[src/rtl/game_control_fsm_pkg.sv]
// Shared definitions for the rhythm-game controller and the display decoder.
// Optional pause support is selected with the GAME_PAUSE_EN macro.
package game_control_fsm_pkg;

    // Screen-level game state; PAUSE is only reachable when pause is built in.
    typedef enum logic [2:0] {
        ST_IDLE  = 3'd0,
        ST_PLAY  = 3'd1,
        ST_PAUSE = 3'd2,
        ST_WIN   = 3'd3,
        ST_LOSE  = 3'd4
    } game_state_t;

    localparam int unsigned DEFAULT_MISS_LIMIT = 7;
    localparam int unsigned DEFAULT_COMBO_W    = 8;

endpackage

[src/rtl/game_control_fsm_if.sv]
// Button / judge-pulse inputs and screen-select / counter outputs of the game
// controller. The controller uses the slave modport; the driver side uses master.
// The "interface" screen select is carried as interface_sel (keyword clash).
interface game_control_fsm_if
    import game_control_fsm_pkg::*;
#(
    parameter int unsigned MISS_W  = $clog2(DEFAULT_MISS_LIMIT + 1),
    parameter int unsigned COMBO_W = DEFAULT_COMBO_W
);
    logic               key_1;
    logic               key_2;
    logic               hit;
    logic               miss;
    logic               done;
    logic               interface_sel;
    logic               map;
    logic               paused;
    logic               win;
    logic               lose;
    logic [MISS_W-1:0]  total_miss;
    logic [COMBO_W-1:0] combo;
    logic [COMBO_W-1:0] max_combo;

    modport master (
        output key_1, key_2, hit, miss, done,
        input  interface_sel, map, paused, win, lose, total_miss, combo, max_combo
    );

    modport slave (
        input  key_1, key_2, hit, miss, done,
        output interface_sel, map, paused, win, lose, total_miss, combo, max_combo
    );
endinterface

[src/rtl/game_control_fsm_key_rise.sv]
// Rising-edge detector for a debounced level key: one flop plus an AND gate.
// The flop's reset value is configurable; resetting it to 1 means a key held
// through reset produces no edge.
module game_control_fsm_key_rise #(
    parameter logic RST_VAL = 1'b1
) (
    input  logic clk,
    input  logic rst_n,
    input  logic i_key,
    output logic o_rise
);
    logic r_key_q;

    // Remember last cycle's key level.
    always_ff @(posedge clk or negedge rst_n) begin
        if (!rst_n) r_key_q <= RST_VAL;
        else        r_key_q <= i_key;
    end

    assign o_rise = i_key & ~r_key_q;
endmodule

[src/rtl/game_control_fsm.sv]
// Rhythm-game top-level controller: title -> play -> win/lose sequencing,
// miss counting against MISS_LIMIT, current/best combo tracking.
// Optional macro GAME_PAUSE_EN: adds the PAUSE state (key_2 in PLAY pauses);
// without it key_2 in PLAY aborts to IDLE and paused is tied low.
module game_control_fsm
    import game_control_fsm_pkg::*;
#(
    parameter int unsigned MISS_LIMIT = DEFAULT_MISS_LIMIT,
    parameter int unsigned MISS_W     = $clog2(MISS_LIMIT + 1),
    parameter int unsigned COMBO_W    = DEFAULT_COMBO_W
) (
    input  logic                clk,
    input  logic                resetn,
    game_control_fsm_if.slave   bus
);
    game_state_t        r_state;
    game_state_t        w_next_state;
    logic [MISS_W-1:0]  r_total_miss;
    logic [COMBO_W-1:0] r_combo;
    logic [COMBO_W-1:0] r_max_combo;
    logic [COMBO_W-1:0] w_combo_inc;
    logic               w_k1_rise;
    logic               w_k2_rise;
    logic               w_last_miss;

    game_control_fsm_key_rise #(.RST_VAL(1'b1)) u_key1_rise (
        .clk    (clk),
        .rst_n  (resetn),
        .i_key  (bus.key_1),
        .o_rise (w_k1_rise)
    );

    game_control_fsm_key_rise #(.RST_VAL(1'b1)) u_key2_rise (
        .clk    (clk),
        .rst_n  (resetn),
        .i_key  (bus.key_2),
        .o_rise (w_k2_rise)
    );

    assign w_last_miss = (r_total_miss == MISS_W'(MISS_LIMIT - 1));
    assign w_combo_inc = (r_combo == '1) ? r_combo : r_combo + COMBO_W'(1);

    // State register.
    always_ff @(posedge clk or negedge resetn) begin
        if (!resetn) r_state <= ST_IDLE;
        else         r_state <= w_next_state;
    end

    // Next-state logic; in PLAY the priority is key_2 > miss > done > hit.
    always_comb begin
        w_next_state = r_state;
        case (r_state)
            ST_IDLE: begin
                if (w_k1_rise) w_next_state = ST_PLAY;
            end
            ST_PLAY: begin
                if (w_k2_rise) begin
`ifdef GAME_PAUSE_EN
                    w_next_state = ST_PAUSE;
`else
                    w_next_state = ST_IDLE;
`endif
                end else if (bus.miss) begin
                    if (w_last_miss)   w_next_state = ST_LOSE;
                    else if (bus.done) w_next_state = ST_WIN;
                end else if (bus.done) begin
                    w_next_state = ST_WIN;
                end
            end
`ifdef GAME_PAUSE_EN
            ST_PAUSE: begin
                if (w_k2_rise)      w_next_state = ST_IDLE;
                else if (w_k1_rise) w_next_state = ST_PLAY;
            end
`endif
            ST_WIN, ST_LOSE: begin
                if (w_k2_rise) w_next_state = ST_IDLE;
            end
            default: w_next_state = ST_IDLE;
        endcase
    end

    // Counter datapath: cleared on game start, updated only while playing.
    // A miss at MISS_LIMIT-1 increments to exactly MISS_LIMIT, and PLAY is left
    // on that same edge, so the count never exceeds the limit.
    always_ff @(posedge clk or negedge resetn) begin
        if (!resetn) begin
            r_total_miss <= '0;
            r_combo      <= '0;
            r_max_combo  <= '0;
        end else begin
            case (r_state)
                ST_IDLE: begin
                    if (w_k1_rise) begin
                        r_total_miss <= '0;
                        r_combo      <= '0;
                        r_max_combo  <= '0;
                    end
                end
                ST_PLAY: begin
                    if (!w_k2_rise) begin
                        if (bus.miss) begin
                            r_combo      <= '0;
                            r_total_miss <= r_total_miss + MISS_W'(1);
                        end else if (!bus.done && bus.hit) begin
                            r_combo <= w_combo_inc;
                            if (w_combo_inc > r_max_combo) r_max_combo <= w_combo_inc;
                        end
                    end
                end
                default: ;
            endcase
        end
    end

    // Moore output decode: exactly one screen select per state.
    always_comb begin
        bus.interface_sel = 1'b0;
        bus.map           = 1'b0;
        bus.paused        = 1'b0;
        bus.win           = 1'b0;
        bus.lose          = 1'b0;
        case (r_state)
            ST_IDLE: bus.interface_sel = 1'b1;
            ST_PLAY: bus.map           = 1'b1;
`ifdef GAME_PAUSE_EN
            ST_PAUSE: begin
                bus.map    = 1'b1;
                bus.paused = 1'b1;
            end
`endif
            ST_WIN:  bus.win           = 1'b1;
            ST_LOSE: bus.lose          = 1'b1;
            default: bus.interface_sel = 1'b1;
        endcase
    end

    assign bus.total_miss = r_total_miss;
    assign bus.combo      = r_combo;
    assign bus.max_combo  = r_max_combo;
endmodule

[src/flat_wrapper.sv]
// flat-port wrapper written by rule: the top's interface ports become plain ports
module game_control_fsm_flat import game_control_fsm_pkg::*;
#(
    parameter int unsigned MISS_LIMIT = DEFAULT_MISS_LIMIT,
    parameter int unsigned MISS_W     = $clog2(MISS_LIMIT + 1),
    parameter int unsigned COMBO_W    = DEFAULT_COMBO_W
)
  (clk, resetn, bus_key_1, bus_key_2, bus_hit, bus_miss, bus_done, bus_interface_sel, bus_map, bus_paused, bus_win, bus_lose, bus_total_miss, bus_combo, bus_max_combo);
  game_control_fsm_if #(.MISS_W(MISS_W), .COMBO_W(COMBO_W)) bus_i ();
  input  logic clk;
  input  logic resetn;
  input wire logic [$bits(bus_i.key_1)-1:0] bus_key_1;
  input wire logic [$bits(bus_i.key_2)-1:0] bus_key_2;
  input wire logic [$bits(bus_i.hit)-1:0] bus_hit;
  input wire logic [$bits(bus_i.miss)-1:0] bus_miss;
  input wire logic [$bits(bus_i.done)-1:0] bus_done;
  output wire logic [$bits(bus_i.interface_sel)-1:0] bus_interface_sel;
  output wire logic [$bits(bus_i.map)-1:0] bus_map;
  output wire logic [$bits(bus_i.paused)-1:0] bus_paused;
  output wire logic [$bits(bus_i.win)-1:0] bus_win;
  output wire logic [$bits(bus_i.lose)-1:0] bus_lose;
  output wire logic [$bits(bus_i.total_miss)-1:0] bus_total_miss;
  output wire logic [$bits(bus_i.combo)-1:0] bus_combo;
  output wire logic [$bits(bus_i.max_combo)-1:0] bus_max_combo;
  assign bus_i.key_1 = bus_key_1;
  assign bus_i.key_2 = bus_key_2;
  assign bus_i.hit = bus_hit;
  assign bus_i.miss = bus_miss;
  assign bus_i.done = bus_done;
  assign bus_interface_sel = bus_i.interface_sel;
  assign bus_map = bus_i.map;
  assign bus_paused = bus_i.paused;
  assign bus_win = bus_i.win;
  assign bus_lose = bus_i.lose;
  assign bus_total_miss = bus_i.total_miss;
  assign bus_combo = bus_i.combo;
  assign bus_max_combo = bus_i.max_combo;
  game_control_fsm #(.MISS_LIMIT(MISS_LIMIT), .MISS_W(MISS_W), .COMBO_W(COMBO_W)) u_core (.clk(clk), .resetn(resetn), .bus(bus_i));
endmodule
[config.mk]
export PLATFORM = sky130hd
export DESIGN_NAME = game_control_fsm_flat
export DESIGN_NICKNAME = d
export VERILOG_FILES = /design/src/rtl/game_control_fsm_pkg.sv /design/src/rtl/game_control_fsm_if.sv /design/src/rtl/game_control_fsm_key_rise.sv /design/src/rtl/game_control_fsm.sv /design/src/flat_wrapper.sv
export SDC_FILE = /design/constraint.sdc
export NUM_CORES = 1
export LEC_CHECK = 0
export BUFFER_PORTS_ARGS = -buffer_cell sky130_fd_sc_hd__buf_2
export CAP_MARGIN = 0
export CORE_MARGIN = 2
export CORE_UTILIZATION = 55
export DETAILED_ROUTE_END_ITERATION = 12
export PLACE_DENSITY = 0.8
export SYNTH_ARGS = -nofsm -noshare
export SYNTH_HDL_FRONTEND = slang
export SYNTH_HIERARCHICAL = 1
export SYNTH_SLANG_ARGS = --single-unit
[constraint.sdc]
create_clock -name clk -period 3.4 [get_ports clk]
set_clock_uncertainty 0.15 [all_clocks]
set_input_delay 0 -clock clk [delete_from_list [all_inputs] [get_ports clk]]
set_output_delay 0 -clock clk [all_outputs]
set_load 0.05 [all_outputs]
==> metrics.md, run 1 <==
| Metric | Value |
|---|---|
| Status | complete, no violations |
| Largest net degree at the start of global routing | 25 |
| Synth top area cells | dfrtp_1, ha_1, mux2_2 |
| Mux contribution to synthesized area | 0.08438 |
| Max-slew violations | 0 |
| Hold WS | 0.03155 ns |
| Post-Syn Nets | 189 |
| Worst skew pair latency | 0.31 ns |
| Synth Area in XOR/XNOR | 0.01656 |
| ANT cells | 0 |
| Drt pass-1 iters | 4 |
| Ratio of cells with drive above 1 in the final layout | 0.2899 |
| GRT overflow | 0 |
| Post-synthesis adder-cell area fraction | 0.08675 |
| Clk buf depth | 2 |
| I/O Buffers | 29 |
| CP bufs+invs | 1 |
| Setup Slack @ Placement | 0.08712 ns |
| Crit path from | u_core/bus.combo[0]$_DFFE_PN0P_ |
| H-Tree Level Count | 1 |
| CTS sink count | 24 |
| DP HPWL | 2.688 mm |
| Sequential share of the synthesized area | 0.3801 |
| CP endpoint kind | flop |
| Routability cong. | 0.8512 |
| Max-cap violations | 0 |
| Die height | 57.71 µm |
| # DRC | 0 |
| Most common cell after layout, fill and taps aside | buf_2 |
| CP cell instances | ha_1 -> nand2_2 -> o21ai_0 -> mux2i_1 -> inv_1 -> ha_1 -> nand4_1 -> nor2_1 -> a311oi_1 -> o221a_2 -> mux2_2 |
| Maximum VDD drop | 0.0005293 V |
| Tcrit/Tclk final | 0.9546 |
| Simple-gate share of the synthesized area | 0.2145 |
| Final instance area | 1846 µm² |
| NumNets Final | 226 |
| Most frequent cells in the layout | buf_2, dfrtp_1, inv_1, nand2_1, nor2_1 |
| Vias post-DR | 1,346 |
| Starting density of the core | 0.5753 |
| Iteration-0 DRC Markers | 61 |
| # IOs | 31 |
| Fill count | 230 |
| Via/cell ratio | 5.655 |
| Pint | 0.4876 mW |
| Antenna Nets Post-Route | 0 |
| CP max FO | 8 |
| Compound-cell area share of the yosys netlist | 0.1530 |
| Std cell rows | 19 |
| Core area | 2758 µm² |
| Worst Hold Class | primary input to async pin |
| P_leak | 0.9648 nW |
| Clock power frac | 0.147 |
| CP dominant cell by count | ha_1 |
| Number of global-route vias before repair | 1,307 |
| Synth unique cells | 46 |
| TritonCTS buffer count | 3 |
| Flop pwr share | 0.403 |
| Critical Path Max Stage Delay | 0.47 ns |
| Fin cells | 238 |
| Number of synthesized flops with an enable pin | 0 |
| Sw frac | 0.4510 |
| Minimum clock period | 3.246 ns |
| P per Cell Area | 481.3 nW/µm² |
| Synth-to-Final Area Change | 16.32% |
| Peak Freq | 0.3081 GHz |
| Setup TNS | 0 ns |
| Comb power frac | 0.450 |
| R2R Path Start | u_core/bus.combo[0]$_DFFE_PN0P_ |
| Worst Slack Setup Final | 0.1545 ns |
| WP data arrival | 3.31 ns |
| CTS clock-pin slew for the worst setup and hold paths | 0.13 ns |
| Synth Flop Type | dfrtp_1 |
| Post-DP Area | 1745 µm² |
| Yosys warns | 6 |
| CP Data Required Time | 3.46 ns |
| Fraction of registers with async set/reset | 1.000 |
| Power Total | 0.8882 mW |
| Critical-path top delay cell | dfrtp_2 |
| Clock root cell | clkbuf_4 |
| Routed wire length | 3.561 mm |
| Top-area cell type share of the netlist area | 0.3470 |
| Seq cells post-synth | 24 |
| Dominant cell type by area after synthesis | dfrtp_1 |
| Final hold vios | 0 |
| Util after Layout | 0.6692 |
| Setup crit start kind | flop |
| CTS tree | done |
| Inst Count DP | 228 |
| Largest family of logic cells by synthesized area | simple AND/OR/NAND/NOR gates |
| Setup-failing EPs final | 0 |
| Synth Instances | 171 |
| Mapped Area | 1587 µm² |
| Die area | 3330 µm² |
| DIE WIDTH | 57.71 µm |
| CP Class | flop to flop |
| Avg WL per Cell | 14.96 µm |
| First-pass GRT wire length | 5.789 mm |
| Top delay family on crit path | compound AO/OA/AOI/OAI gates |
| Syn avg cell area | 9.278 µm² |
| GRT Total Usage | 0.2208 |
| Initial antenna violation count | 0 |
| Max-Slew Margin vs Limit | 0.6323 |
| Switch Pwr | 0.4006 mW |
| Worst-Margin Slew | 0.5510 ns |
==> worst paths after layout <==
| kind | depth (start not counted) | slack [ns] | to |
|---|---|---|---|
| worst max-delay path | 11 | 0.15 | u_core/bus.max_combo[5]$_DFFE_PN0P_ |
| worst min-delay path | 2 | 0.03 | u_core/bus.combo[5]$_DFFE_PN0P_ |
| worst max register to register | 11 | 0.15 | u_core/bus.max_combo[5]$_DFFE_PN0P_ |
| worst min register to register | 1 | 0.39 | u_core/bus.max_combo[4]$_DFFE_PN0P_ |
| max in group asynchronous | 2 | 2.68 | u_core/bus.combo[1]$_DFFE_PN0P_ |
| min in group clk | 5 | 0.11 | u_core/bus.combo[4]$_DFFE_PN0P_ |
==> flip-flops by register name (all words and copies together) (netlist names) <==
register and flops:
u_core/bus.combo 8, u_core/r_state 3, u_core/bus.max_combo 8, u_core/u_key2_rise/r_key_q 1, u_core/bus.total_miss 3, u_core/u_key1_rise/r_key_q 1
==> area by class of cell <==
type                    count  area, µm²  share of cell area
multi-input cells         126      900.9              0.4881
repair buffers             36      210.2              0.1139
inverters                  17      63.81             0.03458
clock buffers               4      26.28             0.01424
well taps                  31      38.79             0.02102
flip-flops and latches     24      605.6              0.3281
==> power by group through the flow <==
stage          Clock, mW  Combinational [mW]  Sequential, mW
2_1_floorplan          0               0.259           0.419
3_3_place_gp           0               0.377           0.359
3_5_place_dp           0               0.389           0.362
4_1_cts            0.137               0.394           0.357
5_1_grt            0.147               0.430           0.362
6_report           0.130               0.400           0.358
==> synthesized netlist by cell type (3+ instances only) <==
| library cell | n |
|---|---|
| o21ai_0 | 11 |
| nor3_1 | 4 |
| a21oi_1 | 11 |
| dfrtp_1 | 22 |
| nor2_1 | 14 |
| mux2_2 | 7 |
| ha_1 | 11 |
| nand2_1 | 18 |
| and3_1 | 4 |
| and2_1 | 3 |
| inv_1 | 17 |
| and2b_2 | 3 |
| mux2i_1 | 4 |
| nand3_1 | 4 |
==> routing by layer <==
metal  up-vias  global-route usage  part of all wire
li1        664                   -                 -
met1       633              0.2967              0.45
met2        41              0.3571              0.48
met3         8             0.02902             0.052
met4         0             0.09635             0.021
met5         -                   0                 0
==> logic make-up (layout without fill, tap and decap cells) <==
family | Yosys count | after routing
AO/OA/AOI/OAI | 37 | 37
multiplexers | 12 | 12
flip-flops | 24 | 24
AND/OR/NAND/NOR | 62 | 62
XOR/XNOR | 3 | 3
buffers and inverters | 21 | 57
other | 1 | 1
adder cells (fa/ha/maj) | 11 | 11
==> what timing repair did <==
item,4_1_cts,5_1_grt
hold buffers,5,0
buffers inserted,0,1
endpoints found under the setup margin,0,6
hold endpoints to repair,30,0
gates resized for setup,0,5
(Power assumes the default switching activity.)
==> inputs of run 2 (changes only) <==
--- a/config.mk
+++ b/config.mk
@@ -6,11 +6,11 @@
 export NUM_CORES = 1
 export LEC_CHECK = 0
 export BUFFER_PORTS_ARGS = -buffer_cell sky130_fd_sc_hd__buf_2
-export CAP_MARGIN = 0
+export CAP_MARGIN = 15
 export CORE_MARGIN = 2
-export CORE_UTILIZATION = 55
+export CORE_UTILIZATION = 49
 export DETAILED_ROUTE_END_ITERATION = 12
-export PLACE_DENSITY = 0.8
+export PLACE_DENSITY = 0.75
 export SYNTH_ARGS = -nofsm -noshare
 export SYNTH_HDL_FRONTEND = slang
 export SYNTH_HIERARCHICAL = 1
==> constraint.sdc (replaced) <==
create_clock -name clk -period 2.9 [get_ports clk]
set_clock_uncertainty 0.15 [all_clocks]
set_input_delay 0 -clock clk [delete_from_list [all_inputs] [get_ports clk]]
set_output_delay 0 -clock clk [all_outputs]
set_load 0.05 [all_outputs]
==> metrics.md, run 2 (synthesized netlist as in run 1, its figures left out) <==
| Metric | Value |
|---|---|
| Status | finished with violations |
| Failing checks | negative setup slack |
| Routed wire length | 3.801 mm |
| Synth-to-Final Area Change | 29.81% |
| Worst Hold Class | primary input to async pin |
| Inst Count DP | 249 |
| Top delay family on crit path | compound AO/OA/AOI/OAI gates |
| Starting density of the core | 0.5154 |
| R2R setup slack | -0.004 ns |
| CP max FO | 7 |
| Core area | 3078 µm² |
| RSZ-0062 raised after global routing | yes |
| Max-Slew Margin vs Limit | 0.5905 |
| P per Cell Area | 531.5 nW/µm² |
| Critical-path top delay cell | dfrtp_2 |
| Number of global-route vias before repair | 1,291 |
| Setup crit start kind | flop |
| DP HPWL | 2.668 mm |
| Clock root cell | clkbuf_4 |
| Worst-Margin Slew | 0.6136 ns |
| CP Class | flop to flop |
| Drt pass-1 iters | 4 |
| Final instance area | 2059 µm² |
| # DRC | 0 |
| GRT Total Usage | 0.2050 |
| R2R Path Start | u_core/bus.combo[1]$_DFFE_PN0P_ |
| Post-DP Area | 1857 µm² |
| Setup-failing EPs final | 3 |
| GRT overflow | 0 |
| NumNets Final | 239 |
| Setup Slack @ Placement | 0.01595 ns |
| Clk buf depth | 2 |
| Routability cong. | 0.9257 |
| Avg WL per Cell | 14.40 µm |
| Final hold vios | 0 |
| Most common cell after layout, fill and taps aside | buf_2 |
| Peak Freq | 0.3444 GHz |
| Std cell rows | 20 |
| P_leak | 1.046 nW |
| Iteration-0 DRC Markers | 40 |
| Uppermost layer routed | met4 |
| Antenna Nets Post-Route | 0 |
| Most frequent cells in the layout | buf_2, nand2_1, inv_1 |
| Tcrit/Tclk final | 1.001 |
| Minimum clock period | 2.904 ns |
| ANT cells | 0 |
| Comb power frac | 0.449 |
| Worst skew pair latency | 0.32 ns |
| Flop pwr share | 0.384 |
| Util after Layout | 0.6691 |
| DRT met1 WL | 1.668 mm |
| H-Tree Level Count | 1 |
| First-pass GRT wire length | 5.685 mm |
| Worst Slack Setup Final | -0.003531 ns |
| Initial antenna violation count | 0 |
| DR WL met3 | 158 µm |
| Max-slew violations | 0 |
| Sw frac | 0.4387 |
| Die area | 3709 µm² |
| Switch Pwr | 0.4803 mW |
| Pint | 0.6144 mW |
| Max-cap violations | 0 |
| Via/cell ratio | 5.356 |
| Ratio of cells with drive above 1 in the final layout | 0.3818 |
| Clock power frac | 0.168 |
| Vias post-DR | 1,414 |
| Largest net degree at the start of global routing | 25 |
| I/O Buffers | 29 |
| TritonCTS buffer count | 3 |
| Crit. path cell count | 10 |
| # IOs | 31 |
| Die height | 60.90 µm |
| DIE WIDTH | 60.90 µm |
| Met2 WL post-DR | 1.949 mm |
| Fin cells | 264 |
| CTS sink count | 24 |
| Fill count | 255 |
| FF-to-FF path depth | 10 |
| CP endpoint kind | flop |
| WP data arrival | 2.98 ns |
| Critical Path Max Stage Delay | 0.45 ns |
| Maximum VDD drop | 0.0004283 V |
| CP cell instances | nand3_1 -> nor3_2 -> mux2i_1 -> inv_1 -> ha_1 -> nand4_1 -> nor2_1 -> a311oi_1 -> o221a_2 -> mux2_4 |
| CP bufs+invs | 1 |
| Reg-to-reg endpoint | u_core/bus.max_combo[7]$_DFFE_PN0P_ |
| CP Data Required Time | 2.97 ns |
| CTS clock-pin slew for the worst setup and hold paths | 0.14 ns |
| CTS tree | done |
-- run 2: cell types whose count changed in the layout (fill, tap and decap cells not counted), moves of 2 or more --
cell / previous run / this run
buf_4: 2 / 13
dfrtp_1: 20 / 15
dfrtp_2: 2 / 7
ha_1: 11 / 9
ha_4: 0 / 2
mux2_2: 7 / 1
mux2_4: 1 / 7
-- run 2: worst max-delay path by stage --
stage / from / to / slack (ns)
2_1_floorplan: u_core/bus.combo[0]$_DFFE_PN0P_ / u_core/bus.max_combo[0]$_DFFE_PN0P_ / -0.08
3_3_place_gp: u_core/bus.combo[0]$_DFFE_PN0P_ / u_core/bus.max_combo[7]$_DFFE_PN0P_ / 0.09
3_5_place_dp: u_core/bus.combo[0]$_DFFE_PN0P_ / u_core/bus.max_combo[0]$_DFFE_PN0P_ / 0.02
4_1_cts: u_core/bus.combo[1]$_DFFE_PN0P_ / u_core/bus.max_combo[5]$_DFFE_PN0P_ / 0.002
5_1_grt: u_core/bus.combo[1]$_DFFE_PN0P_ / u_core/bus.max_combo[5]$_DFFE_PN0P_ / -0.13
6_report: u_core/bus.combo[1]$_DFFE_PN0P_ / u_core/bus.max_combo[7]$_DFFE_PN0P_ / -0.004
-- run 2: cell type report --
| type | count | area (µm²) | area share |
|---|---|---|---|
| Multi-Input combinational cell | 126 | 978.4 | 0.4751 |
| Clock buffer | 4 | 36.28 | 0.01762 |
| Sequential cell | 24 | 611.8 | 0.2971 |
| Inverter | 17 | 63.81 | 0.03098 |
| Timing Repair Buffer | 49 | 314.1 | 0.1525 |
| Tap cell | 44 | 55.05 | 0.02673 |
-- run 2: metal layers --
layer | up-vias | GRT usage
met2 | 42 | 0.3687
met4 | 0 | 0.03727
met3 | 4 | 0.04051
met5 | - | 0
li1 | 689 | -
met1 | 679 | 0.2570
-- run 2: power groups by stage --
stage / Clock, mW / Combinational, mW / Sequential [mW]
2_1_floorplan: 0 / 0.309 / 0.493
3_3_place_gp: 0 / 0.450 / 0.423
3_5_place_dp: 0 / 0.456 / 0.426
4_1_cts: 0.191 / 0.477 / 0.419
5_1_grt: 0.203 / 0.531 / 0.429
6_report: 0.183 / 0.491 / 0.420
-- run 2: timing repair --
action / in CTS / in global routing
endpoints found under the setup margin: 3 / 8
pin swaps: 1 / 6
gates resized for setup: 0 / 15
endpoints found under the hold margin: 30 / 0
buffers inserted: 1 / 4
hold buffers: 6 / 0
-- run 2: per-stage QoR --
stage	setup TNS [ns]	power, mW	hold WS (ns)
after floorplan	-0.4825	0.8014	-0.4456
after CTS	0	1.087	0.03222
after detailed placement	0	0.8825	-0.1259
after global placement	0	0.8730	-0.1359
after global routing	-0.9976	1.163	0.06731
final	-0.007889	1.095	0.02731
